===== src/rtl/scale_buf_writer.sv =====
// scale_buf_writer
//   Decimates an RGB565 raster stream by 2^DECIM_SHIFT on both axes and
//   writes the kept pixels into a frame RAM in raster order.
//   Optional build macro: SCALE_BUF_DBL_BUF_EN. When it is defined, wr_bank
//   flips after every completed frame so the scaler can read the other bank.
//   When it is undefined, wr_bank is tied to 0.
//
// Ports
//   clk        : single clock
//   rst        : asynchronous active-low reset
//   vs_in      : vertical sync, a rising edge starts a frame
//   de_in      : data enable, high on active pixels
//   data_in    : RGB565 pixel, valid while de_in=1
//   wr_en      : frame-RAM write strobe, one cycle after the pixel sample
//   wr_addr    : frame-RAM write address, row*OUT_COL+col
//   wr_data    : frame-RAM write data
//   wr_bank    : bank being written; the reader uses ~wr_bank
//   frame_done : one-cycle pulse when a frame has been written
//   err_ovf    : sticky, set when a kept pixel found the RAM already full
module scale_buf_writer #(
   parameter int unsigned SRC_COL     = 1280,
   parameter int unsigned SRC_ROW     = 720,
   parameter int unsigned DECIM_SHIFT = 2
) (
   input  logic        clk,
   input  logic        rst,
   input  logic        vs_in,
   input  logic        de_in,
   input  logic [15:0] data_in,
   output logic        wr_en,
   output logic [15:0] wr_addr,
   output logic [15:0] wr_data,
   output logic        wr_bank,
   output logic        frame_done,
   output logic        err_ovf
);

   localparam int unsigned OUT_COL   = SRC_COL >> DECIM_SHIFT;
   localparam int unsigned OUT_ROW   = SRC_ROW >> DECIM_SHIFT;
   localparam int unsigned OUT_TOTAL = OUT_COL * OUT_ROW;
   localparam int unsigned HW        = $clog2(SRC_COL + 1);
   localparam int unsigned VW        = $clog2(SRC_ROW + 1);
   localparam int unsigned AW        = 17;
   localparam int unsigned DEC_MASK  = (32'd1 << DECIM_SHIFT) - 32'd1;

   localparam logic [HW-1:0] COL_LIM  = HW'(SRC_COL);
   localparam logic [VW-1:0] ROW_LIM  = VW'(SRC_ROW);
   localparam logic [VW-1:0] ROW_LAST = VW'(SRC_ROW - 1);
   localparam logic [HW-1:0] H_MASK   = HW'(DEC_MASK);
   localparam logic [VW-1:0] V_MASK   = VW'(DEC_MASK);
   localparam logic [AW-1:0] ADDR_LIM = AW'(OUT_TOTAL);

   typedef enum logic [1:0] {
      IDLE    = 2'd0,
      WAIT_DE = 2'd1,
      ACTIVE  = 2'd2
   } state_t;

   state_t        state_q, state_d;
   logic [HW-1:0] h_cnt, h_cnt_d;
   logic [VW-1:0] v_cnt, v_cnt_d;
   logic [AW-1:0] addr_q, addr_d;
   logic          vs_q;
   logic          de_q;
   logic          wr_en_d;
   logic [15:0]   wr_addr_d;
   logic [15:0]   wr_data_d;
   logic          frame_done_d;
   logic          err_ovf_d;
   logic          take_pix;

   logic vs_rise;
   logic de_fall;
   logic pix_keep;

   assign vs_rise = vs_in & ~vs_q;
   assign de_fall = ~de_in & de_q;

   // Kept pixel: inside the source window and on the decimation grid.
   assign pix_keep = (h_cnt < COL_LIM) && (v_cnt < ROW_LIM) &&
                     ((h_cnt & H_MASK) == '0) && ((v_cnt & V_MASK) == '0);

   // State, counters and registered outputs.
   always_ff @(posedge clk or negedge rst) begin
      if (!rst) begin
         state_q    <= IDLE;
         h_cnt      <= '0;
         v_cnt      <= '0;
         addr_q     <= '0;
         vs_q       <= 1'b0;
         de_q       <= 1'b0;
         wr_en      <= 1'b0;
         wr_addr    <= '0;
         wr_data    <= '0;
         frame_done <= 1'b0;
         err_ovf    <= 1'b0;
      end else begin
         state_q    <= state_d;
         h_cnt      <= h_cnt_d;
         v_cnt      <= v_cnt_d;
         addr_q     <= addr_d;
         vs_q       <= vs_in;
         de_q       <= de_in;
         wr_en      <= wr_en_d;
         wr_addr    <= wr_addr_d;
         wr_data    <= wr_data_d;
         frame_done <= frame_done_d;
         err_ovf    <= err_ovf_d;
      end
   end

   // Next-state and output decode; a frame restart always beats a pixel.
   always_comb begin
      state_d      = state_q;
      h_cnt_d      = h_cnt;
      v_cnt_d      = v_cnt;
      addr_d       = addr_q;
      wr_en_d      = 1'b0;
      wr_addr_d    = wr_addr;
      wr_data_d    = wr_data;
      frame_done_d = 1'b0;
      err_ovf_d    = err_ovf;
      take_pix     = 1'b0;

      case (state_q)
         IDLE: begin
            if (vs_rise) begin
               state_d = WAIT_DE;
               h_cnt_d = '0;
               v_cnt_d = '0;
               addr_d  = '0;
            end
         end
         WAIT_DE: begin
            if (vs_rise) begin
               h_cnt_d = '0;
               v_cnt_d = '0;
               addr_d  = '0;
            end else if (de_in) begin
               state_d  = ACTIVE;
               take_pix = 1'b1;
            end
         end
         ACTIVE: begin
            if (vs_rise) begin
               frame_done_d = 1'b1;
               state_d      = WAIT_DE;
               h_cnt_d      = '0;
               v_cnt_d      = '0;
               addr_d       = '0;
            end else if (de_in) begin
               take_pix = 1'b1;
            end else if (de_fall) begin
               h_cnt_d = '0;
               v_cnt_d = v_cnt + VW'(1);
               // Last source line finished: frame complete, wait for next sync.
               if (v_cnt == ROW_LAST) begin
                  frame_done_d = 1'b1;
                  state_d      = IDLE;
               end
            end
         end
         default: begin
            state_d = IDLE;
         end
      endcase

      if (take_pix) begin
         // Saturate so over-long lines stay outside the window.
         if (h_cnt < COL_LIM) begin
            h_cnt_d = h_cnt + HW'(1);
         end
         if (pix_keep) begin
            if (addr_q == ADDR_LIM) begin
               err_ovf_d = 1'b1;
            end else begin
               wr_en_d   = 1'b1;
               wr_addr_d = addr_q[15:0];
               wr_data_d = data_in;
               addr_d    = addr_q + AW'(1);
            end
         end
      end
   end

`ifdef SCALE_BUF_DBL_BUF_EN
   // Swap banks the cycle after each completed frame.
   always_ff @(posedge clk or negedge rst) begin
      if (!rst) begin
         wr_bank <= 1'b0;
      end else if (frame_done) begin
         wr_bank <= ~wr_bank;
      end
   end
`else
   assign wr_bank = 1'b0;
`endif

endmodule


===== config.mk =====
export PLATFORM = sky130hd
export DESIGN_NAME = scale_buf_writer
export DESIGN_NICKNAME = d
export VERILOG_FILES = /design/src/rtl/scale_buf_writer.sv
export SDC_FILE = /design/constraint.sdc
export NUM_CORES = 1
export LEC_CHECK = 0
export ABC_AREA = 0
export ABC_CLOCK_PERIOD_IN_PS = 2700
export BUFFER_PORTS_ARGS = -buffer_cell sky130_fd_sc_hd__buf_4
export CAP_MARGIN = 30
export CORE_AREA = 2 2 86 88
export CTS_CLUSTER_DIAMETER = 100
export DETAILED_ROUTE_END_ITERATION = 6
export DIE_AREA = 0 0 88 90
export PLACE_DENSITY = 0.78
export SLEW_MARGIN = 20
export SYNTH_ARGS = -nofsm -noshare
export SYNTH_HDL_FRONTEND = slang
export SYNTH_SLANG_ARGS = --single-unit

===== constraint.sdc =====
create_clock -name clk -period 2.7 [get_ports clk]
set_clock_uncertainty 0.15 [all_clocks]
set_input_delay 0.27 -clock clk [delete_from_list [all_inputs] [get_ports clk]]
set_output_delay 0.27 -clock clk [all_outputs]
set_load 0.01 [all_outputs]

# == Word-level counts from Yosys, hierarchy flattened ==
# Index checks and enable logic that the tools add are counted.
# classes
reduce_logical,14
n_mux,36
n_lt_le_gt_ge,2
eq_ne,11
bitwise_logic,5
n_addsub,3
# ops
operator,count
17-bit 2-to-1 mux,5
11-bit 2-to-1 mux,6
10-bit 2-to-1 mux,4
11-bit case mux with 2 select lines,1
10-bit case mux with 2 select lines,1
17-bit by 1-bit adder with 17-bit output (second input constant),1
17-bit by 16-bit == test with 1-bit output (second input constant),1
2-bit 2-to-1 mux,7
11-bit by 1-bit adder with 11-bit output (second input constant),1
11-bit logical NOT,1
11-bit < comparator (second input constant),1
1-bit 2-to-1 mux,11
10-bit by 1-bit adder with 10-bit output (second input constant),1
10-bit == test (second input constant),1
10-bit logical NOT,1
10-bit < comparator (second input constant),1
3-bit != test (second input constant),3
2-bit != test (second input constant),3
2-bit case mux with 3 select lines,1
3-bit AND reduction,2
6-bit AND reduction,1
4-bit AND reduction,1
2-bit OR reduction,2
1-bit logical AND,3
8 further kinds,11
# totals
register_bits,77
wordCells,82
output_inout_bits,36
inputBits,20

# == Depth between registers and ports, before layout ==
# Gate-level depths: netlist of run 1.
# depth
depth_word,8
depth_mapped,8
depth_no_buf,7

# == Worst setup path before layout of run 1 ==
# OpenSTA, ideal clock, no wires.
# synth_path
path_type,reg-to-reg
from,register state_q[0]
to,register wr_addr[0]
synth_period_minus_slack_ns,2.273
setup_ns,0.125
setup_slack_ns,0.427
stages_incl_launch_ff,9
required_ns,2.425
t_arrival_ns,1.998
n_path_buf,1
cell_sequence,dfrtp_1 -> inv_1 -> ha_1 -> nand2_1 -> nor3b_2 -> nand4_4 -> nor2_4 -> buf_6 -> mux2_4
# synth_between
elab_chain_cells,4
word_cells_on_any_way,5
cone_classes,2 x eq/ne; 1 x mux; 2 x reduce/logical
# synth_lines
element,line_no,rtl
start: declaration,59,"state_t state_q, state_d;"
start signal: assignment,98,state_q <= state_d;
2-bit == test or 2-bit by 1-bit == test with 1-bit output (tied branches),125,case (state_q)
2-bit OR reduction (no source line) (*),--,
1-bit 2-to-1 mux (*),--,
3-bit AND reduction (no source line) (*),--,
end signal: assignment,105,wr_addr <= wr_addr_d;
end: declaration,31,"output logic [15:0] wr_addr,"
# Every way passes the cells marked *; elsewhere a longest branch is shown, timed or not.
# A chain may end at the register's enable or synchronous reset.

# == Worst setup path after layout of run 1 ==
# layout_path
from,register state_q[1]
to,register addr_q[11]
# layout_between
elab_chain_cells,6
word_cells_on_any_way,10
cone_classes,2 x eq/ne; 5 x mux; 3 x reduce/logical
# layout_lines
element,line_no,rtl
2-bit == test (tied with other cells),125,
3-bit OR reduction (no source line),--,
17-bit 2-to-1 mux,--,
17-bit 2-to-1 mux,174,if (addr_q == ADDR_LIM) begin
17-bit 2-to-1 mux,173,if (pix_keep) begin
17-bit 2-to-1 mux (*),168,if (take_pix) begin
via addr_d[11],62,"logic [AW-1:0] addr_q, addr_d;"
end signal: assignment,101,addr_q <= addr_d;
end: declaration,62,
# Mark *: on every way through the listed nets, which the timed path passes. The rest lies on a longest branch.

==> results of run 1 <==
==> logic make-up (layout without fill, tap and decap cells) <==
kind of cell | after synthesis | count (layout) | synth area share [%]
adders and majority gates | 10 | 10 | 3.23
buffers and inverters | 27 | 110 | 3.39
DFF | 77 | 77 | 49.7
AOI/OAI and AO/OA | 54 | 54 | 8.71
muxes | 47 | 47 | 15.7
and+or+nand+nor | 124 | 124 | 18.5
other | 1 | 1 | 0.0967
xor gates and xnor gates | 3 | 3 | 0.678
==> path summary, 6_finish.rpt <==
| path | slack, ps | depth (start not counted) | endpoint |
|---|---|---|---|
| max reg2reg | 210 | 8 | addr_q[11] |
| min in group clk | 350 | 1 | h_cnt[2] |
| max | 210 | 8 | addr_q[11] |
| min | 220 | 2 | wr_data[9] |
| max in group asynchronous | 1620 | 3 | v_cnt[0] |
| min reg2reg | 350 | 1 | h_cnt[2] |
==> power by group through the flow <==
stage	clock network [W]	registers, W	logic (W)
6_report	0.00100	0.00147	0.00125
5_1_grt	0.00108	0.00150	0.00137
3_3_place_gp	0	0.00148	0.00119
2_1_floorplan	0	0.00154	0.000764
3_5_place_dp	0	0.00149	0.00122
4_1_cts	0.00101	0.00147	0.00125
==> per-layer routing <==
layer / wire, um / track usage, %
met5: 0 / 0
met4: 133 / 8.33
met3: 332 / 4.68
met2: 3950 / 33.3
met1: 3700 / 28.3
==> area by class of cell <==
type                       instances  area share, %
clock buffer                      10           2.84
clock inverter                     6           1.93
inverter                          14           1.08
multi-input combinational        239           37.9
sequential                        77           39.7
tap                               99           2.55
timing repair buffer              80           14.0
==> timing repair <==
item                                   4_1_cts  5_1_grt
gates resized for setup                      0        3
setup endpoints to repair                    0        3
hold buffers                                18        1
endpoints found under the hold margin       94        1
==> critical path, delay by kind of cell, from the launching register on <==
kind	cells	cell delay [ps]
muxes	1	220
buffers and inverters	2	330
adders and majority gates	1	300
DFF	1	420
and+or+nand+nor	4	1000
==> sequential cells by signal, summed over array words and instances (netlist names) <==
register and flops:
wr_addr 16, err_ovf 1, wr_data 16, h_cnt 11
v_cnt 10, wr_en 1, frame_done 1, addr_q 17
state_q 2, de_q 1, vs_q 1
==> metrics by stage <==
| stage | power, W | area, um^2 | cells |
|---|---|---|---|
| 6_report | 0.00373 | 4850 | 525 |
| 3_3_place_gp | 0.00267 | 4390 | 489 |
| 5_1_grt | 0.00395 | 4850 | 525 |
| 4_1_cts | 0.00373 | 4800 | 523 |
| 2_1_floorplan | 0.00230 | 3880 | 343 |
| 3_5_place_dp | 0.00271 | 4390 | 489 |
==> synthesized netlist by cell type (all sizes together) (2+ instances only) <==
master and number:
nand4 14, a31oi 2, nor4b 3, nor3 5
xnor2 3, and4 4, nor3b 3, nor4 9
nand2 27, nor2b 2, o31ai 7, nor2 23
buf 7, mux2 32, inv 14, o21ai 20
a21o 2, a21oi 11, ha 10, nand2b 2
a22o 4, dfrtp 77, nand3 16, mux2i 15
or4 4, and3 9, clkbuf 6
==> summary.txt, run 1 <==
Run status
  – Status: complete, no violations

Placed design
  – Final GP Congestion: roughly 0.84
  – DPL Wire Length: slightly above 5 mm
  – Post-placement setup slack: 152 ps
  – Input/output buffers: 54

Drt
  – Final ANT Viol Nets: 0
  – Via-per-instance ratio: 5.57
  – WL/cell: 15.5 um
  – Vias: 2922
  – Routed WL: 8.12 mm
  – First-pass DRT Iterations: 4
  – Iter 0 DRT Violations: 190
  – Drt drc: 0

Layout
  – Commonest non-fill, non-tap cell in the layout: dfrtp_1
  – Ant. Diodes: 0
  – Layout cells sized above 1: ~28%
  – Most frequent cells in the layout: 77 x dfrtp_1, 59 x buf_4, 27 x nand2_1
  – Area occupied by multi-input gates: between 1500 and 2000 um^2
  – Number of fill cells: just over 500
  – Final core occ: between 60% and 70%
  – Area delta synth->final: 25.2%
  – Reg area: slightly below 2000 um^2
  – Nets: between 400 and 500

Logic synthesis
  – Sequential fraction of the synthesis area: 49.7%
  – Synth warnings: 0
  – Flop and latch count out of synthesis: 77
  – Mapped cell area: just under 4000 um^2
  – Mean Syn Cell Area: 11.3 um^2
  – Synth top area cells: dfrtp_1 50%, mux2_4 10%, mux2i_1 3.9%
  – Post-synth EDFFs: 0
  – Synth top area share: approximately half
  – Main synth FF type: dfrtp_1
  – Area leader, netlist: dfrtp_1
  – Ys async rst share: 100%
  – Netlist cell types: 47
  – Mapped Nets: 373
  – Cells after Synth: 343

Power and ir drop
  – Pwr per Cell Area: approximately 770 nW/um^2
  – Pleak: 2.23 nW
  – Sequential power share: approximately two fifths
  – Sw Share: 31.9%
  – Int Pwr: 0.00254 W
  – Comb pwr share: about 34%
  – Peak VDD IR: 343 uV
  – Net Switching: 0.00119 W
  – Clk pwr share: roughly 27%

Setup path
  – Slowest cell on crit path: dfrtp_1
  – Crit-path max FO: 11
  – CP Launch Type: flop
  – CP cell instances: inv_1 > ha_1 > nand2_1 > nor3b_2 > buf_4 > and4_1 > nor4bb_2 > mux2i_1
  – Worst setup startpoint: state_q[1]
  – FF-to-FF Start: state_q[1]
  – Setup crit end kind: flop
  – Worst path required time: between 2000 and 3000 ps
  – CP max stage delay: about 420 ps
  – WP data arrival: between 2000 and 3000 ps
  – Worst Setup Path Type: reg -> reg

Floorplanning
  – Initial Utilization: ~55%
  – Ports: 56
  – Die Wd: 88 um
  – Rows: 31
  – Die Span Y: 90 um
  – Area of the die: 7920 um^2
  – Core Region: 7020 um^2

Clock tree
  – CTS Buffer Depth: 2
  – Clock latency at the later pin of the worst-skew pair: roughly 360 ps
  – CTS clk-pin slew, worst paths: about 80 ps
  – CTS tree: built
  – Clk root buf: clkbuf_8
  – Setup bufs post-CTS: 0
  – Num CTS Buffers: 9
  – CTS Sinks: 77
  – Htree depth: 3

Global routing
  – Initial antenna violation count: 0
  – Pin count of the biggest net entering global routing: around 80
  – Remaining global-route overflow: 0
  – First-pass GRT wire length: 13.4 mm
  – GRT Util Overall: a little over a fifth
  – Vias in the first global route: ~2900

Timing
  – Setup TNS: 0 ps
  – Fin. Hold Viols: 0
  – Fin crit period: roughly 2500 ps
  – Final WS setup: approximately 210 ps
  – Tcrit/Tclk final: between 90 and 100%
  – FMAX: between 400 and 500 MHz
  – Setup-failing EPs final: 0
  – Hold Slack: about 220 ps
  – RSZ-0062 raised after global routing: false
  – Slew Limit Fails: 0
  – Slew @ Worst Pin: 609 ps
  – Worst slew margin: between 50% and 60%

Job
  – Max Cap Viol: 0

Hold path
  – Hold Crit Class: in -> async
No activity file was read; power rests on OpenSTA's default activity.
==> run 2: changes to the inputs <==
--- a/config.mk
+++ b/config.mk
@@ -9,11 +9,13 @@
 export ABC_CLOCK_PERIOD_IN_PS = 2700
 export BUFFER_PORTS_ARGS = -buffer_cell sky130_fd_sc_hd__buf_4
 export CAP_MARGIN = 30
-export CORE_AREA = 2 2 86 88
+export CORE_AREA = 2 2 92 94
+export CTS_BUF_LIST = sky130_fd_sc_hd__clkbuf_8
 export CTS_CLUSTER_DIAMETER = 100
 export DETAILED_ROUTE_END_ITERATION = 6
-export DIE_AREA = 0 0 88 90
-export PLACE_DENSITY = 0.78
+export DIE_AREA = 0 0 94 96
+export GPL_TIMING_DRIVEN = 0
+export PLACE_DENSITY = 0.69
 export SLEW_MARGIN = 20
 export SYNTH_ARGS = -nofsm -noshare
 export SYNTH_HDL_FRONTEND = slang
==> run 2 against run 1 <==
Via count fell by 1.4%. Routed wire length decreased by 4.8%. First-iteration DRC count down 8.9%. Critical path depth up 1. Cell count increased by 1.5%. Setup slack lost 20 ps. Sequential power is essentially flat. Critical path type is now in -> reg. Highest routed layer unchanged.
==> summary.txt, run 2 (synthesis gave the netlist of run 1 again) <==
Timing
  – Fin. Hold Viols: 0 (unchanged)
  – Slew Limit Fails: 0 (unchanged)
  – Fin crit period: 2510 ps (+19.8 ps)
  – Tcrit/Tclk final: 93.0% (+0.73 points)
  – Hold Slack: 12.5 ps (-208 ps)
  – Setup TNS: 0 ps (unchanged)
  – RSZ-0062 raised after global routing: false
  – Slew @ Worst Pin: 557 ps (-51.5 ps)
  – Setup-failing EPs final: 0 (unchanged)
  – FMAX: 398 MHz (-0.79%)
  – Final WS setup: 190 ps (-19.8 ps)
  – Worst slew margin: 62.5% (+3.2 points)

Drt
  – Drt drc: 0 (unchanged)
  – Final ANT Viol Nets: 0 (unchanged)
  – Routed WL: 7.73 mm (-4.8%)
  – Vias: 2881 (-1.4%)
  – First-pass DRT Iterations: 5 (+1)
  – Via-per-instance ratio: 5.41 (-2.9%)
  – WL/cell: 14.5 um (-6.2%)
  – Iter 0 DRT Violations: 173 (-8.9%)

Power and ir drop
  – Int Pwr: 0.00233 W (-8.5%)
  – Clk pwr share: 21.2% (-5.6 points)
  – Net Switching: 0.00115 W (-3.3%)
  – Pwr per Cell Area: 731 nW/um^2 (-4.9%)
  – Peak VDD IR: 363 uV (+5.8%)
  – Comb pwr share: 36.7% (+3.1 points)
  – Sw Share: 33.1% (+1.2 points)
  – Sequential power share: 42.1% (+2.6 points)
  – Pleak: 2.19 nW (-1.5%)

Global routing
  – Initial antenna violation count: 0 (unchanged)
  – GRT Util Overall: 18.1% (-3.1 points)
  – Pin count of the biggest net entering global routing: 78 (unchanged)
  – Remaining global-route overflow: 0 (unchanged)
  – Vias in the first global route: 2864 (-2.2%)
  – First-pass GRT wire length: 13.0 mm (-2.8%)

Setup path
  – Reg2reg setup slack: 220 ps (about the same)
  – Setup crit end kind: flop
  – CP Launch Type: input port
  – FF-to-FF Start: state_q[0]
  – Crit-path max FO: 10 (-1)
  – Crit Reg-Reg Endpoint: addr_q[13]
  – Worst Setup Path Type: in -> reg
  – WP data arrival: 2580 ps (-50 ps)
  – Cells on worst reg2reg path: 8 (unchanged)
  – Worst path required time: 2770 ps (-70 ps)

Hold path
  – Hold Crit Class: in -> reg
  – Worst hold path stage count: 2
  – Min-Delay Startpoint: data_in[5]
  – Endpoint, Worst Hold: wr_data[5]

Placed design
  – Post-placement setup slack: 108 ps (-43.2 ps)
  – DPL Wire Length: 5.16 mm (about the same)
  – Input/output buffers: 54 (unchanged)
  – Final GP Congestion: 0.882 (+5.1%)

Job
  – Max Cap Viol: 0 (unchanged)

Floorplanning
  – Initial Utilization: 48.2% (-7.1 points)
  – Die Span Y: 96 um (+6.7%)
  – Die Wd: 94 um (+6.8%)
  – Core Region: 8050 um^2 (+15%)
  – Ports: 56 (unchanged)
  – Rows: 33 (+6.5%)
  – Area of the die: 9020 um^2 (+14%)

Layout
  – Largest register FFs: 17 (unchanged)
  – Largest Register: addr_q
  – Nets: 454 (+0.67%)
  – Ant. Diodes: 0 (unchanged)
  – Layout cells sized above 1: 27.3% (-0.60 points)
  – Commonest non-fill, non-tap cell in the layout: dfrtp_1
  – Most frequent cells in the layout: 77 x dfrtp_1, 56 x buf_4, 27 x nand2_1
  – Biggest regs: addr_q: 17 flops, wr_addr: 16 flops, wr_data: 16 flops
  – Area delta synth->final: 22.6%

Run status
  – Status: complete, no violations

Clock tree
  – Htree depth: 3 (unchanged)
  – CTS Buffer Depth: 2 (unchanged)
  – Num CTS Buffers: 9 (unchanged)
  – CTS tree: built
  – CTS Sinks: 77 (unchanged)
  – Clk root buf: clkbuf_8
  – Clock latency at the later pin of the worst-skew pair: 340 ps (-20 ps)
  – CTS clk-pin slew, worst paths: 80 ps (about the same)
==> run 2: cell count changes in the layout (fill, tap and decap cells not counted), moves of 2 or more <==
cell	previous run	this run
buf_2	0	3
buf_4	59	56
buf_6	0	3
bufinv_16	2	0
clkbuf_1	0	6
clkinv_2	0	3
dlygate4sd3_1	19	14
==> run 2: cell type report <==
type	instances	area [um^2]
tap	105	131
multi-input combinational	239	1830
inverter	14	52.6
fill	647	3300
sequential	77	1930
clock buffer	9	124
buffer	13	78.8
timing repair buffer	70	573
clock inverter	6	40.0
==> run 2: stage by stage <==
| stage | power [W] | area, um^2 | std cells | utilization, % |
|---|---|---|---|---|
| global placement | 0.00270 | 4410 | 502 | 54.8 |
| floorplan | 0.00230 | 3880 | 343 | - |
| global route | 0.00371 | 4750 | 533 | 59.0 |
| detailed placement | 0.00274 | 4410 | 502 | 54.8 |
| finish | 0.00347 | 4750 | 533 | 59.0 |
| CTS | 0.00350 | 4710 | 530 | 58.5 |
==> run 2: critical path: stages <==
cell and delay, ps:
dlygate4sd3_1 530, buf_4 140, nor2b_1 120, clkbuf_1 220
nor3b_4 320, nand4_4 220, buf_2 260, o311ai_0 360
o41ai_1 140
==> run 2: metal layers <==
metal | global-route usage, % | vias up | part of all wire (%)
li1 | - | 1413 | -
met1 | 21.7 | 1381 | 45
met2 | 32.4 | 78 | 49
met3 | 4.62 | 9 | 5.0
met4 | 4.95 | 0 | 1.0
met5 | 0 | - | 0
==> run 2: timing repair <==
item                                   in CTS  in global routing
endpoints found under the hold margin      89                  1
resized for setup                           0                  1
buffers inserted                            0                  1
hold buffers                               13                  1
setup endpoints to repair                   0                 26
==> run 2: power by group through the flow <==
| stage | clock (W) | sequential (W) | combinational, W |
|---|---|---|---|
| 3_3_place_gp | 0 | 0.00147 | 0.00123 |
| 5_1_grt | 0.000815 | 0.00149 | 0.00140 |
| 4_1_cts | 0.000765 | 0.00146 | 0.00127 |
| 6_report | 0.000735 | 0.00146 | 0.00127 |
| 2_1_floorplan | 0 | 0.00154 | 0.000764 |
| 3_5_place_dp | 0 | 0.00149 | 0.00125 |
==> run 2: worst max-delay path by stage <==
stage	slack, ps	cells past startpoint	start	to
6_report	190	9	vs_in	addr_q[13]
5_1_grt	70	9	vs_in	addr_q[13]
4_1_cts	40	9	vs_in	wr_data[10]
3_5_place_dp	110	8	state_q[1]	wr_data[10]
3_3_place_gp	150	8	state_q[1]	wr_addr[12]
2_1_floorplan	430	8	state_q[0]	wr_addr[0]
==> run 3: changes to the inputs <==
--- a/config.mk
+++ b/config.mk
@@ -16,6 +16,7 @@
 export DIE_AREA = 0 0 94 96
 export GPL_TIMING_DRIVEN = 0
 export PLACE_DENSITY = 0.69
+export SETUP_SLACK_MARGIN = 0.2
 export SLEW_MARGIN = 20
 export SYNTH_ARGS = -nofsm -noshare
 export SYNTH_HDL_FRONTEND = slang
==> run 3 against run 2 <==
Cell count is 2.1% higher. First-iteration DRC count fell by 14%. Largest cell class unchanged. Register-to-register slack improved by 70 ps. Largest power group unchanged. Flip-flop and latch count unchanged.
==> summary.txt, run 3 (synthesis gave the netlist of run 1 again) <==
Timing
  – Setup TNS: 0 ps (unchanged)
  – Slew Limit Fails: 0 (unchanged)
  – FMAX: 415 MHz (+4.2%)
  – RSZ-0062 raised after global routing: false
  – Worst slew margin: 63.6% (+1.1 points)
  – Fin crit period: 2410 ps (-100 ps)
  – Final WS setup: 290 ps (+100 ps)
  – Fin. Hold Viols: 0 (unchanged)
  – Slew @ Worst Pin: 541 ps (-15.6 ps)
  – Tcrit/Tclk final: 89.3% (-3.7 points)
  – Setup-failing EPs final: 0 (unchanged)

Setup path
  – WP data arrival: 2490 ps (-90 ps)
  – FF-to-FF Start: state_q[0]
  – Crit Reg-Reg Endpoint: wr_data[10]
  – Crit-path max FO: 10 (unchanged)
  – Worst setup endpoint: wr_data[10]
  – Worst path required time: 2780 ps (about the same)
  – CP Launch Type: flop
  – Worst setup startpoint: state_q[0]
  – Setup crit end kind: flop
  – Worst Setup Path Type: reg -> reg
  – Reg2reg setup slack: 290 ps (+70 ps)
  – Cells on worst reg2reg path: 9 (+1)

Drt
  – Via-per-instance ratio: 5.43 (+0.49%)
  – Drt drc: 0 (unchanged)
  – First-pass DRT Iterations: 4 (-1)
  – Routed WL: 8.23 mm (+6.5%)
  – Iter 0 DRT Violations: 148 (-14%)
  – WL/cell: 15.1 um (+4.3%)
  – Vias: 2955 (+2.6%)
  – Final ANT Viol Nets: 0 (unchanged)

Layout
  – Nets: 465 (+2.4%)
  – Area delta synth->final: 27.2%
  – Commonest non-fill, non-tap cell in the layout: dfrtp_1
  – Most frequent cells in the layout: 77 x dfrtp_1, 63 x buf_4, 26 x nand2_1, 26 x mux2_4, 22 x nor2_1
  – Design Area, Final: 4930 um^2 (+3.8%)
  – Layout cells sized above 1: 30.1% (+2.7 points)
  – Ant. Diodes: 0 (unchanged)
  – Largest register FFs: 17 (unchanged)
  – Largest Register: addr_q
  – Biggest regs: addr_q: 17 flops, wr_addr: 16 flops, wr_data: 16 flops

Placed design
  – Input/output buffers: 54 (unchanged)
  – Final GP Congestion: 0.882 (unchanged)
  – DPL Wire Length: 5.16 mm (unchanged)
  – Placed cell area: 4410 um^2 (unchanged)
  – Post-placement setup slack: 108 ps (unchanged)

Clock tree
  – Num CTS Buffers: 9 (unchanged)
  – Clock latency at the later pin of the worst-skew pair: 350 ps (about the same)
  – CTS Buffer Depth: 2 (unchanged)
  – CTS clk-pin slew, worst paths: 80 ps (about the same)
  – Clk root buf: clkbuf_8
  – Htree depth: 3 (unchanged)
  – CTS Sinks: 77 (unchanged)
  – CTS tree: built

Hold path
  – Min-Delay Startpoint: data_in[5]
  – Hold Crit Class: in -> reg

Floorplanning
  – Core Region: 8050 um^2 (unchanged)
  – Die Span Y: 96 um (unchanged)
  – Ports: 56 (unchanged)
  – Initial Utilization: 48.2% (unchanged)
  – Area of the die: 9020 um^2 (unchanged)
  – Rows: 33 (unchanged)
  – Die Wd: 94 um (unchanged)

Power and ir drop
  – Pleak: 2.27 nW (+3.4%)
  – Peak VDD IR: 377 uV (+3.8%)
  – Pwr per Cell Area: 744 nW/um^2 (+1.8%)

Job
  – Max Cap Viol: 0 (unchanged)

Global routing
  – Pin count of the biggest net entering global routing: 78 (unchanged)
  – GRT Util Overall: 18.1% (+0.051 points)
  – Remaining global-route overflow: 0 (unchanged)
  – First-pass GRT wire length: 13.0 mm (+0.21%)
  – Initial antenna violation count: 0 (unchanged)
  – Vias in the first global route: 2869 (+0.17%)

Run status
  – Status: complete, no violations
==> run 3: cell types whose count changed in the layout (fill, tap and decap cells not counted), moves of 2 or more <==
cell,change
clkbuf_16,+2
buf_12,+2
buf_8,+2
buf_6,-2
buf_4,+7
==> run 3: worst min-delay path by stage <==
stage	end	cells after the start	slack, ps
finish	wr_data[5]	2	7
global route	wr_data[2]	2	-6
CTS	wr_data[5]	2	0.8
detailed placement	vs_q	1	250
global placement	vs_q	1	240
floorplan	addr_q[0]	0	-180
==> run 3: what timing repair did <==
item,4_1_cts,5_1_grt
cloned,0,3
setup endpoints to repair,26,48
pin swaps,1,5
setup buffers,1,8
resized for setup,0,13
endpoints found under the hold margin,89,1
hold buffers,13,1
==> run 3: cell type report <==
type / instances / area (um^2)
clock inverters: 6 / 40.0
fillers: 627 / 3120
multi-input cells: 240 / 1860
inverters: 14 / 52.6
well taps: 105 / 131
plain buffers: 13 / 97.6
flip-flops and latches: 77 / 1930
clock buffers: 9 / 124
repair buffers: 80 / 699
==> run 3: metrics by stage <==
step / util (%) / total power, W / hold WS [ps] / instances
5_1_grt: 61.2 / 0.00389 / -6.05 / 544
3_5_place_dp: 54.8 / 0.00274 / 248 / 502
3_3_place_gp: 54.8 / 0.00270 / 245 / 502
6_report: 61.2 / 0.00367 / 7.26 / 544
4_1_cts: 58.6 / 0.00351 / 0.789 / 531
2_1_floorplan: - / 0.00230 / -176 / 343
==> run 3: critical path: stages (launching register included) <==
cell	delay, ps
dfrtp_1	430
inv_2	90
ha_4	280
nand2_2	80
nor3b_4	300
nand4_4	170
nor2_4	170
buf_12	140
buf_8	160
mux2_4	310
==> run 3: power breakdown <==
group,internal [W],leakage [nW],switching (W),total (W)
clock,0.000328,0.0852,0.000412,0.000740
combinational,0.000784,1.15,0.000680,0.00146
sequential,0.00134,1.03,0.000124,0.00147
total,0.00245,2.27,0.00122,0.00367
==> run 3: layer usage <==
layer / part of all wire, % / GRT usage [%]
met3: 4.9 / 4.62
met4: 1.4 / 4.95
met1: 45 / 21.9
met2: 48 / 32.3
met5: 0 / 0
